### src/rtl/pipe4_pkg.sv
// pipe4 shared definitions
// ALU function encodings and widths
package pipe4_pkg;

  localparam int FUNC_W = 3;

  localparam logic [FUNC_W-1:0] FN_ADD  = 3'd0;
  localparam logic [FUNC_W-1:0] FN_SUB  = 3'd1;
  localparam logic [FUNC_W-1:0] FN_AND  = 3'd2;
  localparam logic [FUNC_W-1:0] FN_XOR  = 3'd3;
  localparam logic [FUNC_W-1:0] FN_OR   = 3'd4;
  localparam logic [FUNC_W-1:0] FN_SLL  = 3'd5;
  localparam logic [FUNC_W-1:0] FN_SRL  = 3'd6;
  localparam logic [FUNC_W-1:0] FN_PASS = 3'd7;

endpackage

### src/rtl/pipe4_alu.sv
// pipe4 execute unit
// Combinational ALU with carry/borrow output
module pipe4_alu
  import pipe4_pkg::*;
#(
  parameter int DATA_W = 16
) (
  input  logic [DATA_W-1:0] i_a,
  input  logic [DATA_W-1:0] i_b,
  input  logic [FUNC_W-1:0] i_func,
  output logic [DATA_W-1:0] o_result,
  output logic              o_carry
);

  localparam int SH_W = $clog2(DATA_W);

  logic [DATA_W:0] w_sum;
  logic [DATA_W:0] w_diff;
  logic [SH_W-1:0] w_sh;

  assign w_sum  = {1'b0, i_a} + {1'b0, i_b};
  assign w_diff = {1'b0, i_a} - {1'b0, i_b};
  assign w_sh   = i_b[SH_W-1:0];

  // Select the operation; carry only meaningful for add/sub
  always_comb begin
    o_result = i_a;
    o_carry  = 1'b0;
    unique case (i_func)
      FN_ADD: begin
        o_result = w_sum[DATA_W-1:0];
        o_carry  = w_sum[DATA_W];
      end
      FN_SUB: begin
        o_result = w_diff[DATA_W-1:0];
        o_carry  = w_diff[DATA_W];
      end
      FN_AND:  o_result = i_a & i_b;
      FN_XOR:  o_result = i_a ^ i_b;
      FN_OR:   o_result = i_a | i_b;
      FN_SLL:  o_result = i_a << w_sh;
      FN_SRL:  o_result = i_a >> w_sh;
      FN_PASS: o_result = i_a;
      default: o_result = i_a;
    endcase
  end

endmodule

### src/rtl/pipe4_gen.sv
// pipe4 datapath core
// Fetch/forward, execute, writeback, store
module pipe4_gen
  import pipe4_pkg::*;
#(
  parameter int DATA_W = 16,
  parameter int REG_AW = 4,
  parameter int MEM_AW = 8
) (
  input  logic              clk,
  input  logic              rst_n,
  input  logic              in_valid,
  input  logic [REG_AW-1:0] rs1,
  input  logic [REG_AW-1:0] rs2,
  input  logic [REG_AW-1:0] rd,
  input  logic [FUNC_W-1:0] func,
  input  logic [MEM_AW-1:0] addr,
  output logic [DATA_W-1:0] z,
  output logic              z_valid,
  output logic              flag_zero,
  output logic              flag_carry,
  input  logic [MEM_AW-1:0] mem_raddr,
  output logic [DATA_W-1:0] mem_rdata,
  input  logic              dbg_we,
  input  logic [REG_AW-1:0] dbg_waddr,
  input  logic [DATA_W-1:0] dbg_wdata
);

  localparam int NREG = 2 ** REG_AW;
  localparam int NMEM = 2 ** MEM_AW;

  logic [DATA_W-1:0] r_regs [NREG];
  logic [DATA_W-1:0] r_mem  [NMEM];

  logic              r_v12;
  logic [DATA_W-1:0] r_a12;
  logic [DATA_W-1:0] r_b12;
  logic [REG_AW-1:0] r_rd12;
  logic [FUNC_W-1:0] r_fn12;
  logic [MEM_AW-1:0] r_addr12;

  logic              r_v23;
  logic [DATA_W-1:0] r_res23;
  logic              r_c23;
  logic [REG_AW-1:0] r_rd23;
  logic [MEM_AW-1:0] r_addr23;

  logic [DATA_W-1:0] r_z;
  logic              r_zv;
  logic              r_zero;
  logic              r_carry;
  logic [MEM_AW-1:0] r_addr34;
  logic [DATA_W-1:0] r_rdata;

  logic [DATA_W-1:0] w_alu_res;
  logic              w_alu_c;
  logic [DATA_W-1:0] w_fwd_a;
  logic [DATA_W-1:0] w_fwd_b;

  pipe4_alu #(
    .DATA_W(DATA_W)
  ) u_alu (
    .i_a     (r_a12),
    .i_b     (r_b12),
    .i_func  (r_fn12),
    .o_result(w_alu_res),
    .o_carry (w_alu_c)
  );

  // Operand select: youngest in-flight producer wins
  always_comb begin
    w_fwd_a = r_regs[rs1];
    w_fwd_b = r_regs[rs2];
    if (r_v23 && r_rd23 == rs1) w_fwd_a = r_res23;
    if (r_v23 && r_rd23 == rs2) w_fwd_b = r_res23;
    if (r_v12 && r_rd12 == rs1) w_fwd_a = w_alu_res;
    if (r_v12 && r_rd12 == rs2) w_fwd_b = w_alu_res;
  end

  // S1/S2: operand capture then ALU result capture
  always_ff @(posedge clk or negedge rst_n) begin
    if (!rst_n) begin
      r_v12    <= 1'b0;
      r_a12    <= '0;
      r_b12    <= '0;
      r_rd12   <= '0;
      r_fn12   <= '0;
      r_addr12 <= '0;
      r_v23    <= 1'b0;
      r_res23  <= '0;
      r_c23    <= 1'b0;
      r_rd23   <= '0;
      r_addr23 <= '0;
    end else begin
      r_v12    <= in_valid;
      r_a12    <= w_fwd_a;
      r_b12    <= w_fwd_b;
      r_rd12   <= rd;
      r_fn12   <= func;
      r_addr12 <= addr;
      r_v23    <= r_v12;
      r_res23  <= w_alu_res;
      r_c23    <= w_alu_c;
      r_rd23   <= r_rd12;
      r_addr23 <= r_addr12;
    end
  end

  // S3: result register with flags qualified by validity
  always_ff @(posedge clk or negedge rst_n) begin
    if (!rst_n) begin
      r_z      <= '0;
      r_zv     <= 1'b0;
      r_zero   <= 1'b0;
      r_carry  <= 1'b0;
      r_addr34 <= '0;
    end else begin
      r_z      <= r_res23;
      r_zv     <= r_v23;
      r_zero   <= r_v23 && (r_res23 == '0);
      r_carry  <= r_v23 && r_c23;
      r_addr34 <= r_addr23;
    end
  end

  // S3 writeback; pipeline write overrides a preload to the same reg
  always_ff @(posedge clk or negedge rst_n) begin
    if (!rst_n) begin
      for (int i = 0; i < NREG; i++) r_regs[i] <= '0;
    end else begin
      if (dbg_we) r_regs[dbg_waddr] <= dbg_wdata;
      if (r_v23) r_regs[r_rd23] <= r_res23;
    end
  end

  // S4: store; contents are not reset
  always_ff @(posedge clk) begin
    if (r_zv) r_mem[r_addr34] <= r_z;
  end

  // Registered read-back, old data on same-edge write
  always_ff @(posedge clk or negedge rst_n) begin
    if (!rst_n) r_rdata <= '0;
    else        r_rdata <= r_mem[mem_raddr];
  end

  assign z          = r_z;
  assign z_valid    = r_zv;
  assign flag_zero  = r_zero;
  assign flag_carry = r_carry;
  assign mem_rdata  = r_rdata;

endmodule

### config.mk
export PLATFORM = sky130hd
export DESIGN_NAME = pipe4_gen
export DESIGN_NICKNAME = d
export VERILOG_FILES = /design/src/rtl/pipe4_pkg.sv /design/src/rtl/pipe4_alu.sv /design/src/rtl/pipe4_gen.sv
export SDC_FILE = /design/constraint.sdc
export NUM_CORES = 2
export LEC_CHECK = 0
export BUFFER_PORTS_ARGS = -buffer_cell sky130_fd_sc_hd__buf_4
export CAP_MARGIN = 20
export CORE_ASPECT_RATIO = 1.5
export CORE_UTILIZATION = 35
export DETAILED_ROUTE_END_ITERATION = 8
export PLACE_DENSITY = 0.63
export SYNTH_ARGS = -nofsm -noshare
export SYNTH_HDL_FRONTEND = slang
export SYNTH_SLANG_ARGS = --single-unit
### constraint.sdc
create_clock -name clk -period 4.4 [get_ports clk]
set_clock_uncertainty 0.2 [all_clocks]
set_input_delay 0.88 -clock clk [delete_from_list [all_inputs] [get_ports clk]]
set_output_delay 0.88 -clock clk [all_outputs]
set_load 0.005 [all_outputs]
[Word level (Yosys, flattened, before mapping)]
Memories as Yosys holds them, arrays and structs flattened. A register that Yosys moved wholly into a read port is not among the register bits.
Index checks and enable logic that the tools add are counted.
Widths: inputs -> output; s select.
Word-level totals
  input bits: 55
  logic and storage cells: 94
  RAM bits: 4096
  memories: 1
  register bits: 361
  output and inout bits: 35
Operators by class
  shifts and indexed selects: 2
  multiplexer cells: 22
  reductions and logical operators: 11
  order comparisons: 6
  equality and inequality tests: 11
  bitwise operators: 7
  add/subtract/negate cells: 2
Memory list
  r_mem: words 256, width 16, read ports 1, clocked after Yosys merged registers in 1, write ports 1, RTL line pipe4_gen.sv:33  | logic [DATA_W-1:0] r_mem [NMEM];
Operator list (count)
  $bwmux 256: 2
  $mux 256: 2
  $mux 16: 10
  $bmux 16 s4: 2
  $demux 16 s4: 2
  $pmux 16 s8: 1
  $ge 5x5->1 const B: 4
  $not 4->5: 4
  $add 16x16->17: 1
  $sub 16x16->17: 1
  $and 16x16->16: 1
  $eq 4x4->1: 4
  $logic_not 16->1: 1
  $or 16x16->16: 1
  $shl 16x4->16: 1
  $shr 16x4->16: 1
  $xor 16x16->16: 1
  $eq 3x3->1 const B: 4
  $lt 5x1->1 const B: 2
  $logic_and 1x1->1: 8
  $eq 3x2->1 const B: 2
  $eq 3x1->1 const B: 1
  $logic_not 3->1: 1
  $mux 1: 2
  2 further kinds: 2

[Longest topological paths before layout]
  word-level depth: 9
  mapped depth: 13
  gate-level depth less buffers: 12

[Hierarchy]
A second synthesis with hierarchy kept.
Second synthesis, totals
  cells, all modules: 9644
  area, all modules: 182316.1 um^2
By module, submodules not included
  pipe4_gen: times used 1, cells each 9076, seq. area each 132432.0 um^2, area each 178433.6 um^2
  pipe4_alu: times used 1, cells each 568, seq. area each 0.0 um^2, area each 3882.5 um^2

[Worst setup path after synthesis]
OpenSTA, ideal clock, no wires.
  path kind: register to output
  start: register r_z[0] (netlist: z[0])
  end: output z[0]
  required time: 3.320 ns
  stages on the path, launching flop included: 1
  data arrival time: 3.199 ns
  buffers on the path: 0
  slack: 0.121 ns
  path through: dfrtp_1
RTL lines
  start: declaration: RTL line pipe4_gen.sv:48  | logic [DATA_W-1:0] r_z;
  start signal: assignment: RTL line pipe4_gen.sv:118  | r_z <= r_res23;
  end: declaration: RTL line pipe4_gen.sv:18  | output logic [DATA_W-1:0] z,
No word-level cell between the ends.

[Final worst setup path]
  start: register r_b12[0]
  end: register r_b12[6]
Between the ends
  word-level cells in the longest chain between the ends: 3
  elaborated cells on any way between the ends: 6
  classes of those cells: add/sub (2); shift (2); mux (2)
Ends and longest elaborated chain
  start: declaration: RTL line pipe4_gen.sv:37  | logic [DATA_W-1:0] r_b12;
  start signal: assignment: RTL line pipe4_gen.sv:97  | r_b12 <= w_fwd_b;
  $sub 16x16->17, or another cell as far along: RTL line pipe4_alu.sv:22  | assign w_diff = {1'b0, i_a} - {1'b0, i_b};
  $pmux 16 s8 (*): RTL line pipe4_alu.sv:29  | unique case (i_func)
  net u_alu.o_result[6]: RTL line pipe4_alu.sv:11  | output logic [DATA_W-1:0] o_result,
  $mux 16 (*): RTL line pipe4_gen.sv:77  | if (r_v12 && r_rd12 == rs2) w_fwd_b = w_alu_res;
  net w_fwd_b[6]: RTL line pipe4_gen.sv:58  | logic [DATA_W-1:0] w_fwd_b;
The timed path passes the listed nets; every way through them passes the cells marked *.

==> flow_summary.yaml <==
timing:
  worstMarginPinSlew_ns: 1.37
  max_freq_mhz: 250
  hold_viol_final: 0
  rsz0062_at_grt: "false"
  drv_slew: 0
  finalSetupViolations: 0
  slew_headroom: 0.0872
  period_share: 0.909
  period_needed_ns: 4.00
yosys:
  synth.largest_area_cell: "edfxtp_1"
  synth_cells: 8594
  synth_area_leaders: "edfxtp_1, mux4_2, dfrtp_1"
  netlist_area_um2: 180000
  ys_seq_elements: 4473
  synthTopCellsByCount: "edfxtp_1, mux4_2, nor2_1"
  synth_edf_count: 4096
  synth_area_per_cell_um2: 20.9
  synth_cell_types: 65
  yosysSeqAreaShare: 0.736
  synth_most_common_cell: "edfxtp_1"
  synth-main-ff-cell: "edfxtp_1"
  synthArstFlopShare: 0.0843
  yosys_warnings: 0
  synth.top_cell.area_share: 0.683
  synth_nets: 8700
final_layout:
  layout-drive-gt1-share: 0.305
  final_cell_area_um2: 207000
  nets: 9286
  area_growth_pct: 14.9
  instances_no_fill: 16335
clock_tree:
  clk_pin_slew_ns: 0.07
  numCtsBuffers: 406
  clk_latency_ns: 1.02
  tritoncts: "done"
  cts_root_buf: "clkbuf_16"
  cts_num_sinks: 4473
  cts_max_path_buffers: 4
  h-tree-depth: 5
setup_path:
  regToRegSetupSlack_ns: 0.40
  crit_arrival_ns: 4.57
  path_max_fanout: 35
  endpoint: "r_b12[6]"
  cp.depth: 9
  crit_type: "flip-flop to flip-flop"
  crit_start: "r_b12[0]"
  crit_top_cell: "o21ai_0"
  crit_slowest_cell: "dfrtp_1"
  start_kind: "flip-flop"
  r2r_end: "r_b12[6]"
  reg2reg_from: "r_b12[0]"
  rr_worst_depth: 9
  cp_top_family: "compound AO/OA/AOI/OAI gates"
  critPathBufInv: 2
  cp-end-kind: "flip-flop"
  required_ns: 4.97
  slowest_delay_ns: 0.71
  crit_chain: "buf_4, inv_1, ha_1, o21ai_0, mux2i_1, a22oi_1, o211ai_1, nand2_1, o21ai_0"
placement:
  gp_congestion: 0.864
  dp_hpwl_um: 309000
  place_area_um2: 193000
  dpl.cell_count: 15559
  portBuffers: 89
routing:
  drtIter0Drc: 9428
  via_count: 90534
  final_antenna_net_count: 0
  post_drt_wl_per_cell_um: 30.4
  remaining_drc_errors: 0
  wirelength_um: 496000
  viasPerCell: 5.54
  firstDrtPassIters: 6
global_routing:
  grt-ovfl-total: 0
  grt_use_total: 0.189
  grt_pass1_wl_um: 702000
  grt_pass1_vias: 94158
  grt_max_degree: 177
  antenna_found_initial: 18
outcome:
  status: "finished, final reports clean"
run:
  cap_violations: 0
floorplanning:
  ioPinCount: 90
  row_count: 322
  die_y_um: 880
  core_um2: 512000
  die_w_um: 588
  die_area_um2: 517000
  initial_utilization: 0.351
power:
  ir_drop_uv: 438
  p_leak_nw: 66.2
  power_density_nw_per_um2: 522
min_path:
  hold_path.class: "primary input to flip-flop"
## worst register-to-register path: cells and delay by family, from the launching register on
family                     cells  cell delay (ns)
AOI/OAI and AO/OA              4             1.53
buffers and inverters          2             0.74
DFF                            1             0.71
adders and majority gates      1             0.32
muxes                          1             0.20
and+or+nand+nor                1             0.14
## layer usage
metal  wire, µm  global-route usage  vias to the layer above
met3      29700              0.0245                     1005
met1     175000               0.218                    48951
li1           -                   -                    36884
met2     262000               0.342                     3690
met4      29600              0.0988                        4
met5         24                   0                        -
## cells in the final DEF, fill, tap and decap left out, types with 74 or more instances in the layout
master / count
a21oi_1: 225
buf_12: 85
buf_4: 642
clkbuf_1: 85
clkbuf_16: 408
clkinv_2: 74
dfrtp_1: 360
edfxtp_1: 4096
mux2i_1: 369
mux4_2: 1419
nand2_1: 197
nor2_1: 411
nor2_2: 90
o21ai_0: 149
o22ai_1: 109
## logic make-up (layout without fill, tap and decap cells)
family	after synthesis	in the layout	synth area share
DFF	4473	4473	0.736
muxes	1792	1792	0.198
and+or+nand+nor	949	949	0.0229
AOI/OAI and AO/OA	677	677	0.0225
buffers and inverters	627	1559	0.0157
adders and majority gates	51	51	0.00363
xor gates and xnor gates	25	25	0.00122
other	0	5	0
## worst min path at each step
stage          cells after the start  slack, ns     endpoint          from
2_1_floorplan                      0       0.13  r_addr23[0]   r_addr12[0]
3_3_place_gp                       0       0.14  r_addr23[5]   r_addr12[5]
3_5_place_dp                       0       0.13  r_addr23[4]   r_addr12[4]
4_1_cts                            3       0.04  r_regs[183]  dbg_wdata[7]
5_1_grt                            3       0.09  r_regs[147]  dbg_wdata[3]
6_report                           3       0.13  r_regs[115]  dbg_wdata[3]
## state kept, by name (all words and copies together) (netlist names)
name,count
r_b12,16
r_fn12,3
r_a12,16
r_v23,1
r_v12,1
r_regs,256
flag_carry,1
z,16
flag_zero,1
r_res23,16
r_rd23,4
r_c23,1
z_valid,1
r_addr34,8
r_rd12,4
r_addr23,8
r_addr12,8
r_mem,4096
mem_rdata,16
## cell type report
type	count	area, µm²
fillers	44724	306000
flip-flops and latches	4473	132000
multi-input cells	3494	45100
clock buffers	512	10800
well taps	6804	8510
repair buffers	751	6800
clock inverters	242	2860
inverters	54	203
diodes	5	12.5
## power by group
part           switching (mW)  internal, mW  total, mW
Clock                    16.0          20.4       36.4
Combinational            10.8          4.99       15.8
Sequential               2.38          53.4       55.8
Total                    29.2          78.8        108
## metrics by stage
| step | total power [mW] | worst slack [ns] | hold slack [ns] | TNS [ns] | utilization |
|---|---|---|---|---|---|
| CTS | 109 | 0.470 | 0.0379 | 0 | 0.403 |
| finish | 108 | 0.399 | 0.133 | 0 | 0.403 |
| floorplan | 65.9 | 0.121 | 0.131 | 0 | - |
| detailed placement | 72.5 | -0.348 | 0.135 | -0.806 | 0.376 |
| global placement | 71.5 | -0.388 | 0.145 | -1.21 | 0.376 |
| global route | 111 | 0.325 | 0.0934 | 0 | 0.403 |
## repair_timing
action                    CTS  global route
hold endpoints to repair   89             0
hold buffers               17             0
gates resized for setup     0             0
setup buffers               0             0
Power figures use the tool's default switching activity.
